==> src/rtl/i2c_slave_reg_ctrl_pkg.sv <==
// Shared encodings for the I2C slave register controller: slave core states,
// transaction phases and common constants.
package i2c_slave_reg_ctrl_pkg;

    localparam logic [2:0] I2C_ST_IDLE = 3'd0;
    localparam logic [2:0] I2C_ST_ADDR = 3'd1;
    localparam logic [2:0] I2C_ST_ACK  = 3'd2;
    localparam logic [2:0] I2C_ST_RX   = 3'd3;
    localparam logic [2:0] I2C_ST_TX   = 3'd4;

    typedef enum logic [1:0] {
        PH_IDLE = 2'd0,
        PH_PTR  = 2'd1,
        PH_WR   = 2'd2
    } phase_t;

    localparam logic [7:0] ZERO8 = 8'h00;

endpackage

==> src/rtl/i2c_reg_bank.sv <==
// NREGS x 8 register bank: one synchronous write port, a combinational read
// port feeding the slave transmit path and a registered read port for the host.
module i2c_reg_bank
    import i2c_slave_reg_ctrl_pkg::*;
#(
    parameter int NREGS = 16,
    parameter int AW    = 4
)(
    input  logic          clk,
    input  logic          reset,
    input  logic          we,
    input  logic [AW-1:0] waddr,
    input  logic [7:0]    wdata,
    input  logic [AW-1:0] tx_addr,
    output logic [7:0]    tx_data,
    input  logic          host_re,
    input  logic [AW-1:0] host_addr,
    output logic [7:0]    host_rdata
);

    logic [7:0] regs [NREGS];

    always_ff @(posedge clk) begin
        if (!reset) begin
            for (int i = 0; i < NREGS; i++) begin
                regs[i] <= ZERO8;
            end
            host_rdata <= ZERO8;
        end else begin
            if (we) begin
                regs[waddr] <= wdata;
            end
            // Host data holds its last value between reads.
            if (host_re) begin
                host_rdata <= regs[host_addr];
            end
        end
    end

    assign tx_data = regs[tx_addr];

endmodule

==> src/rtl/i2c_slave_reg_ctrl.sv <==
// Register-bank controller behind the I2C slave byte interface: pointer byte,
// auto-incrementing reads/writes, and a shared write port with the host.
//
// state   | meaning
// PH_IDLE | no transaction; received bytes are ignored
// PH_PTR  | address phase seen; next received byte loads the pointer
// PH_WR   | pointer loaded; received bytes write reg[ptr], ptr increments
module i2c_slave_reg_ctrl
    import i2c_slave_reg_ctrl_pkg::*;
#(
    parameter int               NREGS   = 16,
    parameter int               AW      = 4,
    parameter logic [NREGS-1:0] RO_MASK = '0
)(
    input  logic          clk,
    input  logic          reset,
    input  logic [7:0]    slv_rx_data,
    input  logic          slv_received,
    input  logic          slv_sended,
    input  logic          slv_addr_ph,
    input  logic          slv_bus_idle,
    output logic [7:0]    slv_tx_data,
    input  logic          host_req,
    input  logic          host_we,
    input  logic [AW-1:0] host_addr,
    input  logic [7:0]    host_wdata,
    output logic          host_ack,
    output logic [7:0]    host_rdata,
    output logic          i2c_wr_stb,
    output logic [AW-1:0] i2c_wr_addr,
    output logic [AW-1:0] ptr
);

    phase_t        phase;
    logic          last_rx, last_tx, last_ap;
    logic          rx_ev, tx_ev, ap_ev;
    logic          i2c_we, host_go, host_wr, host_re;
    logic          bank_we;
    logic [AW-1:0] bank_waddr;
    logic [7:0]    bank_wdata;
    logic [7:0]    bank_tx;

    assign rx_ev = slv_received & ~last_rx;
    assign tx_ev = slv_sended & ~last_tx;
    assign ap_ev = slv_addr_ph & ~last_ap;

    // Bus idle and restart override byte handling, so a write is only real
    // when the FSM will actually act on the byte.
    assign i2c_we  = (phase == PH_WR) & rx_ev & ~RO_MASK[ptr] & ~slv_bus_idle & ~ap_ev;
    assign host_go = host_req & ~host_ack;
    assign host_wr = host_go & host_we & ~i2c_we;
    assign host_re = host_go & ~host_we;

    assign bank_we    = i2c_we | host_wr;
    assign bank_waddr = i2c_we ? ptr : host_addr;
    assign bank_wdata = i2c_we ? slv_rx_data : host_wdata;

    i2c_reg_bank #(
        .NREGS (NREGS),
        .AW    (AW)
    ) u_bank (
        .clk        (clk),
        .reset      (reset),
        .we         (bank_we),
        .waddr      (bank_waddr),
        .wdata      (bank_wdata),
        .tx_addr    (ptr),
        .tx_data    (bank_tx),
        .host_re    (host_re),
        .host_addr  (host_addr),
        .host_rdata (host_rdata)
    );

    always_ff @(posedge clk) begin
        if (!reset) begin
            phase       <= PH_IDLE;
            ptr         <= '0;
            slv_tx_data <= ZERO8;
            host_ack    <= 1'b0;
            i2c_wr_stb  <= 1'b0;
            i2c_wr_addr <= '0;
            last_rx     <= 1'b1;
            last_tx     <= 1'b1;
            last_ap     <= 1'b1;
        end else begin
            last_rx     <= slv_received;
            last_tx     <= slv_sended;
            last_ap     <= slv_addr_ph;
            slv_tx_data <= bank_tx;
            host_ack    <= host_re | host_wr;
            i2c_wr_stb  <= i2c_we;
            if (i2c_we) begin
                i2c_wr_addr <= ptr;
            end

            if (slv_bus_idle) begin
                phase <= PH_IDLE;
            end else if (ap_ev) begin
                phase <= PH_PTR;
            end else begin
                case (phase)
                    PH_PTR: begin
                        if (rx_ev) begin
                            ptr   <= slv_rx_data[AW-1:0];
                            phase <= PH_WR;
                        end else if (tx_ev) begin
                            ptr <= ptr + AW'(1);
                        end
                    end
                    PH_WR: begin
                        // Read-only targets still advance the pointer.
                        if (rx_ev || tx_ev) begin
                            ptr <= ptr + AW'(1);
                        end
                    end
                    default: ;
                endcase
            end
        end
    end

endmodule

==> config.mk <==
export PLATFORM = sky130hd
export DESIGN_NAME = i2c_slave_reg_ctrl
export DESIGN_NICKNAME = d
export VERILOG_FILES = /design/src/rtl/i2c_slave_reg_ctrl_pkg.sv /design/src/rtl/i2c_reg_bank.sv /design/src/rtl/i2c_slave_reg_ctrl.sv
export SDC_FILE = /design/constraint.sdc
export NUM_CORES = 1
export LEC_CHECK = 0
export BUFFER_PORTS_ARGS = -buffer_cell sky130_fd_sc_hd__buf_2
export CORE_MARGIN = 2
export CORE_UTILIZATION = 38
export CTS_BUF_LIST = sky130_fd_sc_hd__clkbuf_8
export CTS_CLUSTER_SIZE = 12
export DETAILED_ROUTE_END_ITERATION = 8
export HOLD_SLACK_MARGIN = 0.08
export MAX_ROUTING_LAYER = met4
export PLACE_DENSITY_LB_ADDON = 0.1
export SYNTH_ARGS = -nofsm -noshare
export SYNTH_HDL_FRONTEND = slang
export SYNTH_SLANG_ARGS = --single-unit
==> constraint.sdc <==
create_clock -name clk -period 3.2 [get_ports clk]
set_input_delay 0 -clock clk [delete_from_list [all_inputs] [get_ports clk]]
set_output_delay 0 -clock clk [all_outputs]
set_load 0.1 [all_outputs]
Word-level counts from Yosys, hierarchy flattened

Memory sizes are Yosys's and may differ from the RTL's. A register that Yosys moved wholly into a read port is not among the register bits.
Index checks and enable logic that the tools add are counted.

Register bits: 15
Latch bits: 0
Bits in writable memories: 128
Bits in read-only memories: 16
Input bits: 28
Output and inout port bits: 26
Memories kept: 2

Memory list:

| memory           | words | width | rd ports | clocked after Yosys merged registers in | wr ports | line                     | RTL |
|---|---|---|---|---|---|---|---|
| u_bank.regs      | 16    | 8     | 2        | 2                                       | 16       | i2c_reg_bank.sv:21       | `logic [7:0] regs [NREGS];` |
| (name not given) | 16    | 1     | 1        | 1                                       | 0        | i2c_slave_reg_ctrl.sv:49 | `assign i2c_we = (phase == PH_WR) & rx_ev & ~RO_MASK[ptr] & ~slv_bus_idle & ~ap_ev;` |

Add/sub/neg operators: 1
$mul: 0
Div/mod/pow operators: 0
Order comparisons: 1
Equal/unequal tests: 4
Shift-type cells: 0
Mux-type cells: 19
Bitwise operators: 23
Reductions and logical operators: 12

Operators by type and width:

| kind                | count |
|---|---|
| $mux 4              | 7 |
| $mux 8              | 2 |
| $and 1x1->1         | 11 |
| $not 1->1           | 10 |
| $mux 1              | 9 |
| $pmux 4 s2          | 1 |
| $reduce_or 8->1     | 1 |
| $reduce_bool 2->1   | 3 |
| $lt 4x5->1 const B  | 1 |
| $reduce_and 5->1    | 1 |
| $add 4x1->4 const B | 1 |
| $reduce_and 2->1    | 2 |
| $ne 3x3->1 const B  | 1 |
| $reduce_or 3->1     | 1 |
| $eq 2x1->1 const B  | 1 |
| $eq 2x2->1 const B  | 1 |
| $logic_not 1->1     | 2 |
| $ne 2x1->1 const B  | 1 |
| $or 1x1->1          | 2 |
| $reduce_or 2->1     | 1 |
| $logic_or 1x1->1    | 1 |

Longest topological paths before layout

Depth in word-level cells: 14
Depth in mapped cells: 7

Hierarchy

A second synthesis with hierarchy kept.

Cells, all modules: 623
Area, all modules: 8,306.7 um^2

By module, submodules not included:

| module             | times used | cells each | area each (um^2) | sequential area each (um^2) |
|---|---|---|---|---|
| i2c_reg_bank       | 1          | 523        | 7,269.5          | 4,003.8 |
| i2c_slave_reg_ctrl | 1          | 100        | 1,037.2          | 460.4 |

Worst setup path after synthesis

Ideal clock, no wire load.

Path kind: register to register
From: register ptr[3]
To: memory u_bank.regs[11][0] (enable)
Setup time: 384 ps
Data arrival time: 2,440 ps
Required time: 2,816 ps
Setup slack: 375 ps
Stages on the path, launching flop included: 7
Buffers on the path: 2
Clock period less this slack: 2,825 ps
Cell sequence: dfxtp_1 clkbuf_1 nand2_1 nor2_1 a22oi_1 buf_2 o21ai_0

RTL lines:

| what                   | line                      | RTL |
|---|---|---|
| start, declared        | i2c_slave_reg_ctrl.sv:31  | `output logic [AW-1:0] ptr` |
| start signal, assigned | i2c_slave_reg_ctrl.sv:104 | `ptr <= slv_rx_data[AW-1:0];` |
| start signal, assigned | i2c_slave_reg_ctrl.sv:107 | `ptr <= ptr + AW'(1);` |
| start signal, assigned | i2c_slave_reg_ctrl.sv:113 | `ptr <= ptr + AW'(1);` |
| end, declared          | i2c_reg_bank.sv:21        |  |

==> impl_metrics.yaml <==
layout:
  fin_nets: 768
  n_antenna_cell: 0
  final_cell_count_no_fill: 1032
  seq_area_um2: 4467
  fillers: 2026
  multi_input_area_um2: 3755
  drive_gt1_share_pct: 28.72
  stdcell_area_um2: 9743
  area_growth_pct: 14.73
setup_path:
  timing.rr.start: "phase[1]"
  arrival_ns: 2.80
  r2r-end: "u_bank.regs[8][4]"
  worstPathMaxFanout: 12
  cp-startpoint: "phase[1]"
  required_ns: 3.44
  cp_cell_sequence: "and4bb_1 > a31oi_1 > a22oi_1 > o21ai_0 > buf_4"
  path_depth: 5
  criticalPathCategory: "reg2reg"
  path_buf_inv: 1
  max_stage_delay_ns: 0.72
  r2r_cells: 5
  endpoint: "u_bank.regs[8][4]"
  crit_path_end_kind: "flop"
  r2r_setup_slack_ns: 0.64
  crit_path_start_kind: "flop"
  critPathTopFamily: "compound AO/OA/AOI/OAI gates"
  slowest_stage: "a22oi_1"
placement:
  gp_congestion: 0.9195
  io_buffers: 53
  dp_slack_ns: 0.6847
  dp.cells: 984
  post_dp_cell_area_um2: 9130
  dpl.hpwl_um: 21280
power:
  power_density_nw_per_um2: 474.4
  p_leak_nw: 3.315
  power_mw: 4.622
  ir_drop_mv: 0.3128
clock_tree:
  clock-sinks: 159
  cts.repair.resized: 0
  clockBufferDepth: 2
  cts_buffers: 17
  cts_tree: "built"
  postCtsHoldBufs: 16
  clk_latency_ns: 0.46
  path_clk_slew_ns: 0.10
  post_cts_buffers: 0
  htree_levels: 4
  cts_root_buf: "clkbuf_8"
timing:
  finalSetupViolCount: 0
  maxSlewHeadroom_pct: 23.86
  fin_crit_ns: 2.562
  clock.fmax_ghz: 0.3903
  slew_viol_final: 0
  skew_ns: 0.01503
  rsz0062_at_grt: "no"
  setup_slack_ns: 0.6382
  worst_slew_pin_slew_ns: 1.142
  hold_violations: 0
  tns_ns: 0
  period_share_pct: 80.06
synthesis:
  synthCells: 664
  yosysSeqAreaShare_pct: 52.57
  yosys-top-cells-area: "edfxtp_1 (45%), mux4_2 (14%), dfxtp_1 (7.3%), nor2_1 (4.9%), mux2i_1 (4.7%)"
  synth_ff_type: "edfxtp_1"
  netlist_area_um2: 8492
  synth_area_leader_cell: "edfxtp_1"
  ys_async_sr_fraction_pct: 0
  mappedNetlistNets: 693
  ys_seq_elements: 159
  netlist-cell-type-count: 62
  synth_edf_count: 128
  yosysWarnings: 0
  synth_top_area_share_pct: 45.26
  syn_avg_cell_area_um2: 12.79
global_routing:
  globalRouteOverflowTotal: 0
  grt_use_total_pct: 24.94
  grt_pass1_wl_um: 41470
  grt_pass1_vias: 6245
  antenna_found_initial: 0
  grt_max_degree: 26
detailed_routing:
  viasPerCell: 6.063
  drt.antenna.violating_nets: 0
  drtIter0Drc: 515
  firstDrtPassIters: 7
  drc_errors: 0
  wl_per_cell_um: 27.36
  routed_wl_um: 28240
  vias: 6257
die:
  die-area_um2: 23560
  coreArea_um2: 21890
  io_pins: 54
  fp-row-count: 54
  initial_core_util_pct: 38.79
  chipWidth_um: 153.5
  dieHeight_um: 153.5
worst_hold_path:
  hold_class: "in2reg"
outcome:
  outcome: "finished, final reports clean"
job:
  drv_cap: 0
==> metrics by stage <==
stage               utilization, %  hold slack [ns]
floorplan                        -          0.09191
global placement             41.71           0.1972
detailed placement           41.71           0.2037
CTS                          44.51          0.09658
global route                 44.51           0.1063
finish                       44.51           0.1173
==> worst register-to-register path: cells and delay by family, from the launching register on <==
family,cells,cell delay [ns]
compound gates,3,1.21
buf+inv,1,0.24
flops,1,0.44
simple gates,1,0.45
==> flip-flops by register name (all words and copies together) (netlist names) <==
| register | cells |
|---|---|
| i2c_wr_stb | 1 |
| last_ap | 1 |
| i2c_wr_addr | 4 |
| last_rx | 1 |
| ptr | 4 |
| host_ack | 1 |
| u_bank.host_rdata | 8 |
| slv_tx_data | 8 |
| last_tx | 1 |
| phase | 2 |
| u_bank.regs | 128 |
==> worst min path at each step <==
stage	startpoint	to	slack, ns	cells after the start
final	slv_rx_data[6]	u_bank.regs[4][6]	0.12	4
after floorplan	host_we	host_ack	0.09	1
after global routing	slv_rx_data[6]	u_bank.regs[4][6]	0.11	4
after CTS	slv_rx_data[6]	u_bank.regs[4][6]	0.1	4
after global placement	slv_sended	last_tx	0.20	2
after detailed placement	slv_sended	last_tx	0.20	2
==> final cells by class <==
cell class	count	share of cell area, %
Inverter	12	0.4623
Sequential cell	159	45.85
Clock buffer	17	2.401
Clock inverter	15	2.247
Tap cell	280	3.596
Multi-Input combinational cell	447	38.54
Timing Repair Buffer	102	6.909
==> power by group <==
| part | leakage (nW) | internal (mW) | switching, mW | total [mW] |
|---|---|---|---|---|
| Combinational | 1.54 | 0.174 | 0.353 | 0.527 |
| Clock | 0.228 | 0.880 | 0.846 | 1.73 |
| Sequential | 1.55 | 2.31 | 0.0604 | 2.37 |
==> cells in the mapped netlist, types with 2 or more instances <==
master,count
inv_1,10
o31a_1,6
dfxtp_1,31
nor2b_1,11
buf_1,4
buf_4,10
mux2_2,5
a21oi_1,15
mux2i_1,40
nand4_1,4
a21oi_2,6
a211oi_1,2
nor2_1,110
nor3_2,10
edfxtp_1,128
nor3_1,26
nand2b_1,11
nor3b_1,2
nor4_1,4
o211ai_1,11
mux2i_4,2
a31oi_2,4
o221ai_1,8
and2_1,2
buf_2,13
and3_1,3
nand2_1,30
o21ai_1,4
mux4_2,52
clkbuf_1,18
a32oi_1,9
o21ai_0,12
nand3b_1,3
a22oi_1,9
nand3_1,7
o22ai_1,5
mux2i_2,3
a32oi_2,6
a31oi_1,5
==> cells by family after synthesis <==
| kind of cell | synth area share, % |
|---|---|
| flops | 52.57 |
| buf+inv | 3.212 |
| compound gates | 10.28 |
| simple gates | 13.50 |
| mux | 20.19 |
| fa+ha+maj | 0.1473 |
| xor+xnor | 0.1032 |
==> layout by cell type, fill, tap and decap left out, drive strengths merged, types with 6 or more instances in the layout <==
cell type and instances:
mux4 52, nand2 30, a31oi 9, o211ai 11
nor3 37, a21oi 21, nand2b 11, o21ai 16
edfxtp 128, o31a 6, clkbuf 17, a22oi 10
buf 86, dfxtp 31, mux2i 45, o221ai 8
inv 20, nor2 111, dlygate4sd3 16, a32oi 15
nor2b 11, nand3 8
==> layer usage <==
metal | track usage (%) | routed length [um]
met4 | 9.742 | 1132
met5 | - | 0
met1 | 32.58 | 11690
met3 | 3.749 | 1833
met2 | 39.49 | 13580
(Power assumes the default switching activity.)
